**src/rtl/mul_pkg.sv**
```systemverilog
// Shared types and constants for the shift-and-add multiplier.
package mul_pkg;

  localparam int unsigned MUL_W    = 32;
  localparam int unsigned MUL_ITER = 32;
  localparam int unsigned CNT_W    = $clog2(MUL_ITER);

  typedef enum logic [1:0] {
    MUL    = 2'b00,
    MULH   = 2'b01,
    MULHSU = 2'b10,
    MULHU  = 2'b11
  } mul_op_e;

  typedef enum logic [1:0] {
    ST_IDLE = 2'b00,
    ST_CALC = 2'b01,
    ST_NEG  = 2'b10,
    ST_DONE = 2'b11
  } mul_state_e;

  // Magnitude of an operand; 0x8000_0000 maps to itself as an unsigned value.
  function automatic logic [MUL_W-1:0] mag(input logic [MUL_W-1:0] x,
                                           input logic            is_signed);
    logic [MUL_W-1:0] r;
    r = x;
    if (is_signed && x[MUL_W-1]) begin
      r = MUL_W'(~x + MUL_W'(1));
    end
    return r;
  endfunction

endpackage

```
**src/rtl/adder_32bit.sv**
```systemverilog
// Ripple-carry adder built from a chain of full_adder cells.
module adder_32bit #(
  parameter int unsigned WIDTH = 32
) (
  input  logic [WIDTH-1:0] a_i,
  input  logic [WIDTH-1:0] b_i,
  input  logic             c_i,
  output logic [WIDTH-1:0] s_o,
  output logic             c_o
);

  logic [WIDTH:0] carry;

  assign carry[0] = c_i;
  assign c_o      = carry[WIDTH];

  // Carry ripples LSB to MSB through one cell per bit.
  for (genvar i = 0; i < WIDTH; i++) begin : g_fa
    full_adder u_fa (
      .a_i (a_i[i]),
      .b_i (b_i[i]),
      .c_i (carry[i]),
      .s_o (s_o[i]),
      .c_o (carry[i+1])
    );
  end

endmodule

```
**src/rtl/full_adder.sv**
```systemverilog
// One-bit full adder cell of the ripple chain.
module full_adder (
  input  logic a_i,
  input  logic b_i,
  input  logic c_i,
  output logic s_o,
  output logic c_o
);

  assign s_o = a_i ^ b_i ^ c_i;
  assign c_o = (a_i & b_i) | (c_i & (a_i ^ b_i));

endmodule

```
**src/rtl/mul_unit_32bit.sv**
```systemverilog
// Multi-cycle RV32M multiplier: sign-magnitude shift-and-add over 32
// iterations with one shared ripple adder, then an optional 64-bit negate.
module mul_unit_32bit #(
  parameter int unsigned WIDTH = 32
) (
  input  logic             clk_i,
  input  logic             rst_i,
  input  logic             start_i,
  input  logic [1:0]       op_i,
  input  logic [WIDTH-1:0] a_i,
  input  logic [WIDTH-1:0] b_i,
  output logic [WIDTH-1:0] p_o,
  output logic             done_o,
  output logic             busy_o
);

  import mul_pkg::*;

  localparam int unsigned PW = 2 * WIDTH;

  mul_state_e        state_q, state_d;
  mul_op_e           op_q, op_d;
  logic              neg_q, neg_d;
  logic [WIDTH-1:0]  mcand_q, mcand_d;
  logic [WIDTH-1:0]  hi_q, hi_d;
  logic [WIDTH-1:0]  lo_q, lo_d;
  logic [CNT_W-1:0]  cnt_q, cnt_d;
  logic [WIDTH-1:0]  p_d;
  logic              done_d;
  logic              busy_d;

  logic [WIDTH-1:0]  sum;
  logic              carry;
  logic [WIDTH:0]    acc;
  logic [PW-1:0]     prod;
  logic              a_signed;
  logic              b_signed;

  // Accumulate step: hi + multiplicand, reused every CALC cycle.
  adder_32bit #(
    .WIDTH (WIDTH)
  ) u_add (
    .a_i (hi_q),
    .b_i (mcand_q),
    .c_i (1'b0),
    .s_o (sum),
    .c_o (carry)
  );

  // Next-state and datapath update.
  always_comb begin
    state_d  = state_q;
    op_d     = op_q;
    neg_d    = neg_q;
    mcand_d  = mcand_q;
    hi_d     = hi_q;
    lo_d     = lo_q;
    cnt_d    = cnt_q;
    p_d      = p_o;
    done_d   = 1'b0;
    acc      = '0;
    prod     = '0;
    a_signed = 1'b0;
    b_signed = 1'b0;

    case (state_q)
      ST_IDLE: begin
        if (start_i) begin
          a_signed = (op_i == MULH) || (op_i == MULHSU);
          b_signed = (op_i == MULH);
          op_d     = mul_op_e'(op_i);
          neg_d    = (a_signed & a_i[WIDTH-1]) ^ (b_signed & b_i[WIDTH-1]);
          mcand_d  = mag(a_i, a_signed);
          lo_d     = mag(b_i, b_signed);
          hi_d     = '0;
          cnt_d    = '0;
          state_d  = ST_CALC;
        end
      end

      ST_CALC: begin
        acc   = lo_q[0] ? {carry, sum} : {1'b0, hi_q};
        hi_d  = acc[WIDTH:1];
        lo_d  = {acc[0], lo_q[WIDTH-1:1]};
        cnt_d = cnt_q + CNT_W'(1);
        if (cnt_q == CNT_W'(MUL_ITER - 1)) begin
          state_d = ST_NEG;
        end
      end

      ST_NEG: begin
        prod = {hi_q, lo_q};
        if (neg_q) begin
          prod = ~prod + PW'(1);
        end
        hi_d    = prod[PW-1:WIDTH];
        lo_d    = prod[WIDTH-1:0];
        p_d     = (op_q == MUL) ? prod[WIDTH-1:0] : prod[PW-1:WIDTH];
        done_d  = 1'b1;
        state_d = ST_DONE;
      end

      ST_DONE: begin
        state_d = ST_IDLE;
      end

      default: begin
        state_d = ST_IDLE;
      end
    endcase

    busy_d = (state_d != ST_IDLE);
  end

  // State, datapath and output registers.
  always_ff @(posedge clk_i) begin
    if (rst_i) begin
      state_q <= ST_IDLE;
      op_q    <= MUL;
      neg_q   <= 1'b0;
      mcand_q <= '0;
      hi_q    <= '0;
      lo_q    <= '0;
      cnt_q   <= '0;
      p_o     <= '0;
      done_o  <= 1'b0;
      busy_o  <= 1'b0;
    end else begin
      state_q <= state_d;
      op_q    <= op_d;
      neg_q   <= neg_d;
      mcand_q <= mcand_d;
      hi_q    <= hi_d;
      lo_q    <= lo_d;
      cnt_q   <= cnt_d;
      p_o     <= p_d;
      done_o  <= done_d;
      busy_o  <= busy_d;
    end
  end

endmodule

```
**config.mk**
```make
export PLATFORM = sky130hd
export DESIGN_NAME = mul_unit_32bit
export DESIGN_NICKNAME = d
export VERILOG_FILES = /design/src/rtl/mul_pkg.sv /design/src/rtl/adder_32bit.sv /design/src/rtl/full_adder.sv /design/src/rtl/mul_unit_32bit.sv
export SDC_FILE = /design/constraint.sdc
export NUM_CORES = 1
export LEC_CHECK = 0
export CAP_MARGIN = 20
export CORE_ASPECT_RATIO = 0.8
export CORE_MARGIN = 2
export CORE_UTILIZATION = 45
export CTS_BUF_LIST = sky130_fd_sc_hd__clkbuf_16
export DETAILED_ROUTE_END_ITERATION = 10
export GPL_TIMING_DRIVEN = 0
export HOLD_SLACK_MARGIN = 0.05
export PLACE_DENSITY = 0.65
export SETUP_SLACK_MARGIN = 0.3
export SLEW_MARGIN = 25
export SYNTH_ARGS = -nofsm -noshare
export SYNTH_HDL_FRONTEND = slang
export SYNTH_SLANG_ARGS = --single-unit
```
**constraint.sdc**
```tcl
create_clock -name clk_i -period 16.05 [get_ports clk_i]
set_input_delay 3.21 -clock clk_i [delete_from_list [all_inputs] [get_ports clk_i]]
set_output_delay 3.21 -clock clk_i [all_outputs]
set_load 0.02 [all_outputs]
```
# Word level (Yosys, flattened, before mapping)

Cells that the tools add are included.

Flip-flop bits (word level): 140
Bits in latches: 0
Bits in writable memories: 0
Memory bits (read-only): 0
Bits of input ports: 69
Output and inout port bits: 34
Logic and storage cells: 210
Memories kept: 0

Add/subtract/negate cells: 4
Multiply operators: 0
Divide/modulo/power cells: 0
Order comparisons: 0
Equal/unequal tests: 7
Shifts and indexed selects: 0
Muxes and demuxes: 15
Bitwise operators: 163
Reduce and logical (&&, ||, !) cells: 11

Operators by type and width:

| operator                | number |
|---|---|
| $pmux W32 S3            | 2 |
| $mux W32                | 5 |
| $and A1 B1 Y1           | 65 |
| $add A32 B1 Y32 const B | 2 |
| $add A64 B1 Y64 const B | 1 |
| $mux W64                | 1 |
| $not A32 Y32            | 2 |
| $not A64 Y64            | 1 |
| $xor A1 B1 Y1           | 64 |
| $mux W33                | 1 |
| $or A1 B1 Y1            | 31 |
| $pmux W5 S2             | 1 |
| $pmux W2 S4             | 1 |
| $eq A2 B2 Y1 const B    | 3 |
| $reduce_and A2 Y1       | 3 |
| $add A5 B1 Y5 const B   | 1 |
| $eq A5 B5 Y1 const B    | 1 |
| $mux W5                 | 1 |
| $eq A2 B1 Y1 const B    | 2 |
| $logic_not A2 Y1        | 2 |
| $mux W2                 | 2 |
| $reduce_bool A2 Y1      | 2 |
| $reduce_bool A3 Y1      | 1 |
| $logic_and A1 B1 Y1     | 2 |
| other kinds (3)         | 3 |

# Longest topological paths before layout

Gate-level depths: netlist of run 1.

Depth in word-level cells: 65
Gate-level depth with buffers: 38
Mapped depth without buffers: 38

# Cells and area by module

From an unflattened synthesis of run 1, not the netlist that was laid out.

Cell total of the unflattened synthesis: 1,341
Area, all modules: 10,485.1 sq um

Modules (own cells, without submodules):

| module         | times used | cells each | area each (sq um) | sequential area each (sq um) |
|---|---|---|---|---|
| mul_unit_32bit | 1          | 1,309      | 9,844.4           | 2,802.7 |
| full_adder     | 32         | 1          | 20.0              | 0.0 |

# Least setup slack after synthesis of run 1

OpenSTA, ideal clock, no wires.

Path type: reg-to-reg
Start point: reg hi_q[1]
End point: reg hi_q[29]
Library setup time: 0.122 ns
Arrival time: 12.848 ns
Data required time: 15.928 ns
Slack: 3.080 ns
Cell stages (with the launch flop): 37
Buffers on the path: 1
Clock period less this slack: 12.970 ns
Path through: dfxtp_1 clkbuf_1 inv_1 fa_1 fa_1 fa_1 fa_1 fa_1 fa_1 fa_1 fa_1 fa_1 fa_1 fa_1 fa_1 fa_1 fa_1 fa_1 fa_1 fa_1 fa_1 fa_1 fa_1 fa_1 fa_1 fa_1 fa_1 fa_1 fa_1 fa_1 fa_1 fa_1 inv_1 fa_1 mux2_2 a22o_1 a221o_1

Longest elaborated chain between the ends: 62
Elaborated cells on any way between the ends: 66
Those cells by class: 1 x add/sub; 3 x mux; 62 x bitwise

RTL lines:

| element                | line                  | RTL |
|---|---|---|
| start, declared        | mul_unit_32bit.sv:25  | `logic [WIDTH-1:0] hi_q, hi_d;` |
| start signal, assigned | mul_unit_32bit.sv:133 | `hi_q <= hi_d;` |
| $xor A1 B1 Y1          | full_adder.sv:11      | `assign c_o = (a_i & b_i) \| (c_i & (a_i ^ b_i));` |
| $and A1 B1 Y1          | full_adder.sv:11      |  |
| $or A1 B1 Y1           | full_adder.sv:11      |  |
| $and A1 B1 Y1          | full_adder.sv:11      |  |
| $or A1 B1 Y1           | full_adder.sv:11      |  |
| $and A1 B1 Y1          | full_adder.sv:11      |  |
| $or A1 B1 Y1           | full_adder.sv:11      |  |
| $and A1 B1 Y1          | full_adder.sv:11      |  |
| [46 not listed]        | -                     |  |
| $or A1 B1 Y1           | full_adder.sv:11      |  |
| $and A1 B1 Y1          | full_adder.sv:11      |  |
| $or A1 B1 Y1           | full_adder.sv:11      |  |
| $and A1 B1 Y1          | full_adder.sv:11      |  |
| $or A1 B1 Y1           | full_adder.sv:11      |  |
| $xor A1 B1 Y1          | full_adder.sv:10      | `assign s_o = a_i ^ b_i ^ c_i;` |
| $mux W33               | mul_unit_32bit.sv:82  | `acc = lo_q[0] ? {carry, sum} : {1'b0, hi_q};` |
| $pmux W32 S3 *         | mul_unit_32bit.sv:66  | `case (state_q)` |

Mark *: on every way between the ends. The rest lies on a longest branch, timed or not.
A chain may end at the register's enable or synchronous reset.

# Worst setup path after layout of run 1

Same ends and word-level chain as after synthesis.

==> results.yml, run 1 <==
floorplan:
  fp.dieW_um: 178
  die_y_um: 143
  die_area_mm2: 0.0254
  start_util: 0.461
  rows: 50
  pin_count: 103
  core_area_mm2: 0.0235
setup_path:
  crit_type: "reg -> reg"
  critPathMaxFanout: 10
  arrival_ns: 14.03
  cp-end-kind: "flip-flop"
  slowest_delay_ns: 0.47
  startpoint_type: "flip-flop"
  crit_slowest_cell: "fa_1"
  crit_top_cell: "fa_1"
  required_ns: 16.39
layout:
  multi_input_area_mm2: 0.00720
  diodes: 0
  area_growth_pct: 18.8
  seq_area_mm2: 0.00280
  nets: 1659
  num-fill-cells: 2337
  drive_above_1_share: 0.0417
  utilization: 0.548
run_status:
  status: "finished, final reports clean"
power_and_ir_drop:
  total_power_w: 0.00120
  powerDensity_mw_per_mm2: 92.7
  ir_worst_vdd_v: 0.0000765
  p_leak_nw: 4.11
place:
  port_buffers: 101
  gp_congestion: 1.04
  hpwl_um: 39000
drt:
  vias: 12700
  drc: 0
  first_pass_iters: 6
  wirelength_um: 50900
  via_per_inst: 6.78
  ant_nets: 0
  first_iter_violations: 1877
  wl_per_cell_um: 27.2
logic_synthesis:
  syn_area_per_cell_um2: 7.60
  synth_ff_type: "dfxtp_1"
  synthesis.nets: 1539
  syn_area_mm2: 0.0109
  ys_ff_latch: 140
  synth_cells: 1429
  synth_enable_flop_cells: 0
  synthDistinctLibCells: 75
  synth.yosys.warnings: 0
  ys_seq_area_frac: 0.258
  synth-async-reset-ratio: 0
sta:
  finalSetupTns_ns: 0
  hold_viol_final: 0
  finalCritPeriodShare: 0.853
  holdWs_ns: 0.462
  period_needed_ns: 13.69
  rsz0062_at_grt: "false"
  slew_headroom: 0.252
  slew_violations: 0
  tightest_slew_ns: 1.12
  setup_violations: 0
  max_freq_mhz: 73.0
  fin_skew_ns: 0.00922
clock_tree:
  cts.sinks: 140
  cts_setup_buffers: 0
  numCtsBuffers: 17
  root_buffer: "clkbuf_16"
  clkTransAtPathRegs_ns: 0.07
  cts_resized: 0
  h-tree-depth: 4
  postCtsHoldBufs: 0
  clock_latency_ns: 0.45
  cts_buffer_depth: 2
  cts_tree: "done"
global_routing:
  grt_usage: 0.399
  grt_pass1_wl_um: 74000
  antenna_found_initial: 0
  grt_max_degree: 17
  grt_pass1_vias: 11500
  overflow: 0
run:
  cap_violations: 0
hold_path:
  hold_path.class: "reg -> reg"
## placed cells by master, fill, tap and decap left out, types with 11 or more instances in the layout
cell type,synthesis,layout
nor2_1,167,167
nor3_1,47,47
a31oi_1,20,20
clkbuf_16,0,17
clkbuf_1,117,117
o41ai_1,16,16
dfxtp_1,140,140
a211oi_1,42,42
a21oi_1,103,102
nor4_1,27,26
nand4_1,13,13
nand3_1,18,18
o31ai_1,25,25
xor2_1,21,21
a2111oi_0,28,28
nand2b_1,12,12
inv_1,84,84
o211ai_1,11,11
fa_1,31,31
or3_1,26,26
xnor2_1,83,83
clkdlybuf4s50_1,0,101
a221oi_1,35,35
o21ai_0,65,65
or4_1,27,27
nand2_1,84,84
a311oi_1,11,11
a22oi_1,21,21
## state kept, by name, summed over array words and instances (netlist names)
register  count
busy_o        1
cnt_q         5
done_o        1
hi_q         32
lo_q         32
mcand_q      32
neg_q         1
op_q          2
p_o          32
state_q       2
## critical path, delay by kind of cell (launching register included)
kind / cells / cell delay (ns)
buffers and inverters: 3 / 0.57
multiplexers: 1 / 0.29
flip-flops: 1 / 0.30
adder cells (fa/ha/maj): 30 / 11.94
AO/OA/AOI/OAI: 2 / 0.47
## through the flow
step	instances	instance area, µm²	setup slack (ns)
2_1_floorplan	1429	10900	3.08
3_5_place_dp	1842	12300	2.46
6_report	1872	12900	2.36
5_1_grt	1872	12900	1.98
4_1_cts	1872	12900	2.39
3_3_place_gp	1842	12300	2.50
## routing by layer
metal  vias up  GRT usage  wire (µm)
met4         0      0.148       2000
met2       875      0.530      19600
li1       5497          -          -
met1      6189      0.583      22200
met3       129      0.138       7200
met5         -          0          0
## path summary, 6_finish.rpt
path,end,slack [ns],start,cells after the start
setup / recovery,hi_q[29],2.36,hi_q[1],36
hold / removal,mcand_q[27],0.46,mcand_q[27],2
setup reg to reg,hi_q[29],2.36,hi_q[1],36
hold reg to reg,mcand_q[27],0.46,mcand_q[27],2
## logic make-up after synthesis
kind of cell    Yosys count  synth area share
xor+xnor                104            0.0839
mux                      12            0.0115
flops                   140             0.258
simple gates            461             0.207
buf+inv                 219            0.0799
compound gates          452             0.291
fa+ha+maj                41            0.0687
## layout make-up
type / instances / area share
repair buffers: 101 / 0.0784
flip-flops and latches: 140 / 0.217
clock buffers: 17 / 0.0330
inverters: 84 / 0.0245
clock inverters: 13 / 0.0155
multi-input cells: 1070 / 0.558
well taps: 312 / 0.0303
plain buffers: 135 / 0.0428
## where the power goes
part           switching [W]  internal, W
Clock               0.000176     0.000273
Combinational       0.000245     0.000113
Sequential         0.0000202     0.000369
Total               0.000441     0.000755
## Yosys cell counts, types with 10 or more instances
cell,count,area (µm²)
nor2_1,167,627
dfxtp_1,140,2800
clkbuf_1,117,439
a21oi_1,103,515
inv_1,84,315
nand2_1,84,315
xnor2_1,83,727
o21ai_0,65,325
nor3_1,47,235
a211oi_1,42,315
a221oi_1,35,307
fa_1,31,621
a2111oi_0,28,245
nor4_1,27,169
or4_1,27,203
or3_1,26,163
o31ai_1,25,188
a22oi_1,21,158
xor2_1,21,184
a31oi_1,20,125
nand3_1,18,90.1
o41ai_1,16,140
nand4_1,13,81.3
nand2b_1,12,75.1
a311oi_1,11,96.3
o211ai_1,11,82.6
ha_1,10,125
No activity file was read; power rests on OpenSTA's default activity.
==> run 2, diff against run 1 <==
--- a/config.mk
+++ b/config.mk
@@ -5,7 +5,7 @@
 export SDC_FILE = /design/constraint.sdc
 export NUM_CORES = 1
 export LEC_CHECK = 0
-export CAP_MARGIN = 20
+export CAP_MARGIN = 0
 export CORE_ASPECT_RATIO = 0.8
 export CORE_MARGIN = 2
 export CORE_UTILIZATION = 45
@@ -14,7 +14,7 @@
 export GPL_TIMING_DRIVEN = 0
 export HOLD_SLACK_MARGIN = 0.05
 export PLACE_DENSITY = 0.65
-export SETUP_SLACK_MARGIN = 0.3
+export SETUP_SLACK_MARGIN = 0.5
 export SLEW_MARGIN = 25
 export SYNTH_ARGS = -nofsm -noshare
 export SYNTH_HDL_FRONTEND = slang
==> results of run 2 <==
No change in the layout: final DEF, timing and power equal those of run 1.
==> run 3, diff against run 2 <==
--- a/config.mk
+++ b/config.mk
@@ -7,7 +7,7 @@
 export LEC_CHECK = 0
 export CAP_MARGIN = 0
 export CORE_ASPECT_RATIO = 0.8
-export CORE_MARGIN = 2
+export CORE_MARGIN = 8
 export CORE_UTILIZATION = 45
 export CTS_BUF_LIST = sky130_fd_sc_hd__clkbuf_16
 export DETAILED_ROUTE_END_ITERATION = 10
==> run 3 against run 2 <==
- non-clock buffer count grew 1
- die area grew 16%
- clock power shrank 9.8%
- setup slack lost 0.23 ns
- total power shrank 3.7%
- clock skew grew 0.0042 ns
- combinational power is essentially flat
- first-iteration DRC count grew 2.8%
- critical path depth is the same
- sequential power is essentially flat
==> results.yml, run 3 (synthesis results as in run 1) <==
run_status:
  status: "finished, final reports clean"
clock_tree:
  cts_tree: "done"
  numCtsBuffers: 17
  cts_resized: 0
  h-tree-depth: 4
  clkTransAtPathRegs_ns: 0.06
  clock_latency_ns: 0.44
  postCtsHoldBufs: 0
  cts_buffer_depth: 2
  cts.sinks: 140
  root_buffer: "clkbuf_16"
  cts_setup_buffers: 0
global_routing:
  grt_pass1_wl_um: 75100
  antenna_found_initial: 0
  grt_usage: 0.343
  grt_pass1_vias: 11300
  grt_max_degree: 17
  overflow: 0
sta:
  slew_headroom: 0.262
  setup_violations: 0
  fin_skew_ns: 0.0134
  finalSetupTns_ns: 0
  tightest_slew_ns: 1.10
  period_needed_ns: 13.92
  finalCritPeriodShare: 0.867
  slew_violations: 0
  hold_viol_final: 0
  rsz0062_at_grt: "false"
  max_freq_mhz: 71.8
power_and_ir_drop:
  total_power_w: 0.00115
  powerDensity_mw_per_mm2: 89.6
  p_leak_nw: 4.11
  ir_worst_vdd_v: 0.0000654
layout:
  nets: 1660
  area_growth_pct: 18.4
  diodes: 0
  instances_no_fill: 1880
  drive_above_1_share: 0.0403
  final_common_cell: "nor2_1"
  final_cell_mix: "167 x nor2_1, 140 x dfxtp_1, 117 x clkbuf_1, 102 x a21oi_1, 101 x clkdlybuf4s50_1"
drt:
  vias: 12600
  wl_per_cell_um: 27.7
  via_per_inst: 6.71
  first_iter_violations: 1930
  wirelength_um: 52000
  drc: 0
  ant_nets: 0
  first_pass_iters: 7
setup_path:
  required_ns: 16.35
  rr_startpoint: "hi_q[1]"
  slowest_delay_ns: 0.49
  startpoint: "hi_q[1]"
  cp-end-kind: "flip-flop"
  crit_slowest_cell: "fa_1"
  critPathMaxFanout: 10
  crit_type: "reg -> reg"
  crit_top_cell: "fa_1"
  startpoint_type: "flip-flop"
  arrival_ns: 14.22
  worstRegToRegCells: 36
floorplan:
  rows: 51
  fp.dieW_um: 190
  core_area_mm2: 0.0240
  die_y_um: 155
  pin_count: 103
  die_area_mm2: 0.0294
  start_util: 0.452
place:
  hpwl_um: 40300
  port_buffers: 101
  dp.cells: 1849
  gp_congestion: 0.990
hold_path:
  hold_depth: 2
  hold_path.class: "reg -> reg"
  hp-start: "mcand_q[27]"
run:
  cap_violations: 0
[run 3: area by class of cell]
type	instances	area, µm²
flip-flops and latches	140	2800
clock buffers	17	425
multi-input cells	1070	7200
fillers	2442	11100
clock inverters	14	139
well taps	318	398
inverters	84	315
plain buffers	135	552
repair buffers	102	1020
[run 3: through the flow]
step	hold slack, ns	area, µm²	util	setup slack [ns]
final	0.456	12900	0.536	2.13
after global routing	0.488	12900	0.536	1.83
after CTS	0.461	12800	0.535	2.19
after detailed placement	0.447	12300	0.512	2.25
after global placement	0.443	12300	0.511	2.37
after floorplan	0.425	10900	-	3.08
[run 3: critical path: cells and delay by family (launching register included)]
family / cells / cell delay, ns
compound gates: 2 / 0.54
fa+ha+maj: 30 / 12.00
buf+inv: 3 / 0.63
flops: 1 / 0.31
mux: 1 / 0.28
[run 3: per-layer routing]
metal / track usage / part of all wire
met1: 0.495 / 0.42
met3: 0.118 / 0.15
met2: 0.459 / 0.39
met4: 0.122 / 0.036
met5: 0 / 0
[run 3: path summary, 6_finish.rpt]
path / end / slack (ns)
setup reg to reg: hi_q[29] / 2.13
setup / recovery: hi_q[29] / 2.13
hold reg to reg: mcand_q[27] / 0.46
hold / removal: mcand_q[27] / 0.46
[run 3: where the power goes]
| group | switching, W | leakage [nW] | total [W] | internal (W) |
|---|---|---|---|---|
| registers | 0.0000202 | 1.14 | 0.000389 | 0.000369 |
| clock network | 0.000165 | 0.290 | 0.000404 | 0.000238 |
| logic | 0.000245 | 2.68 | 0.000359 | 0.000114 |
| total | 0.000430 | 4.11 | 0.00115 | 0.000721 |
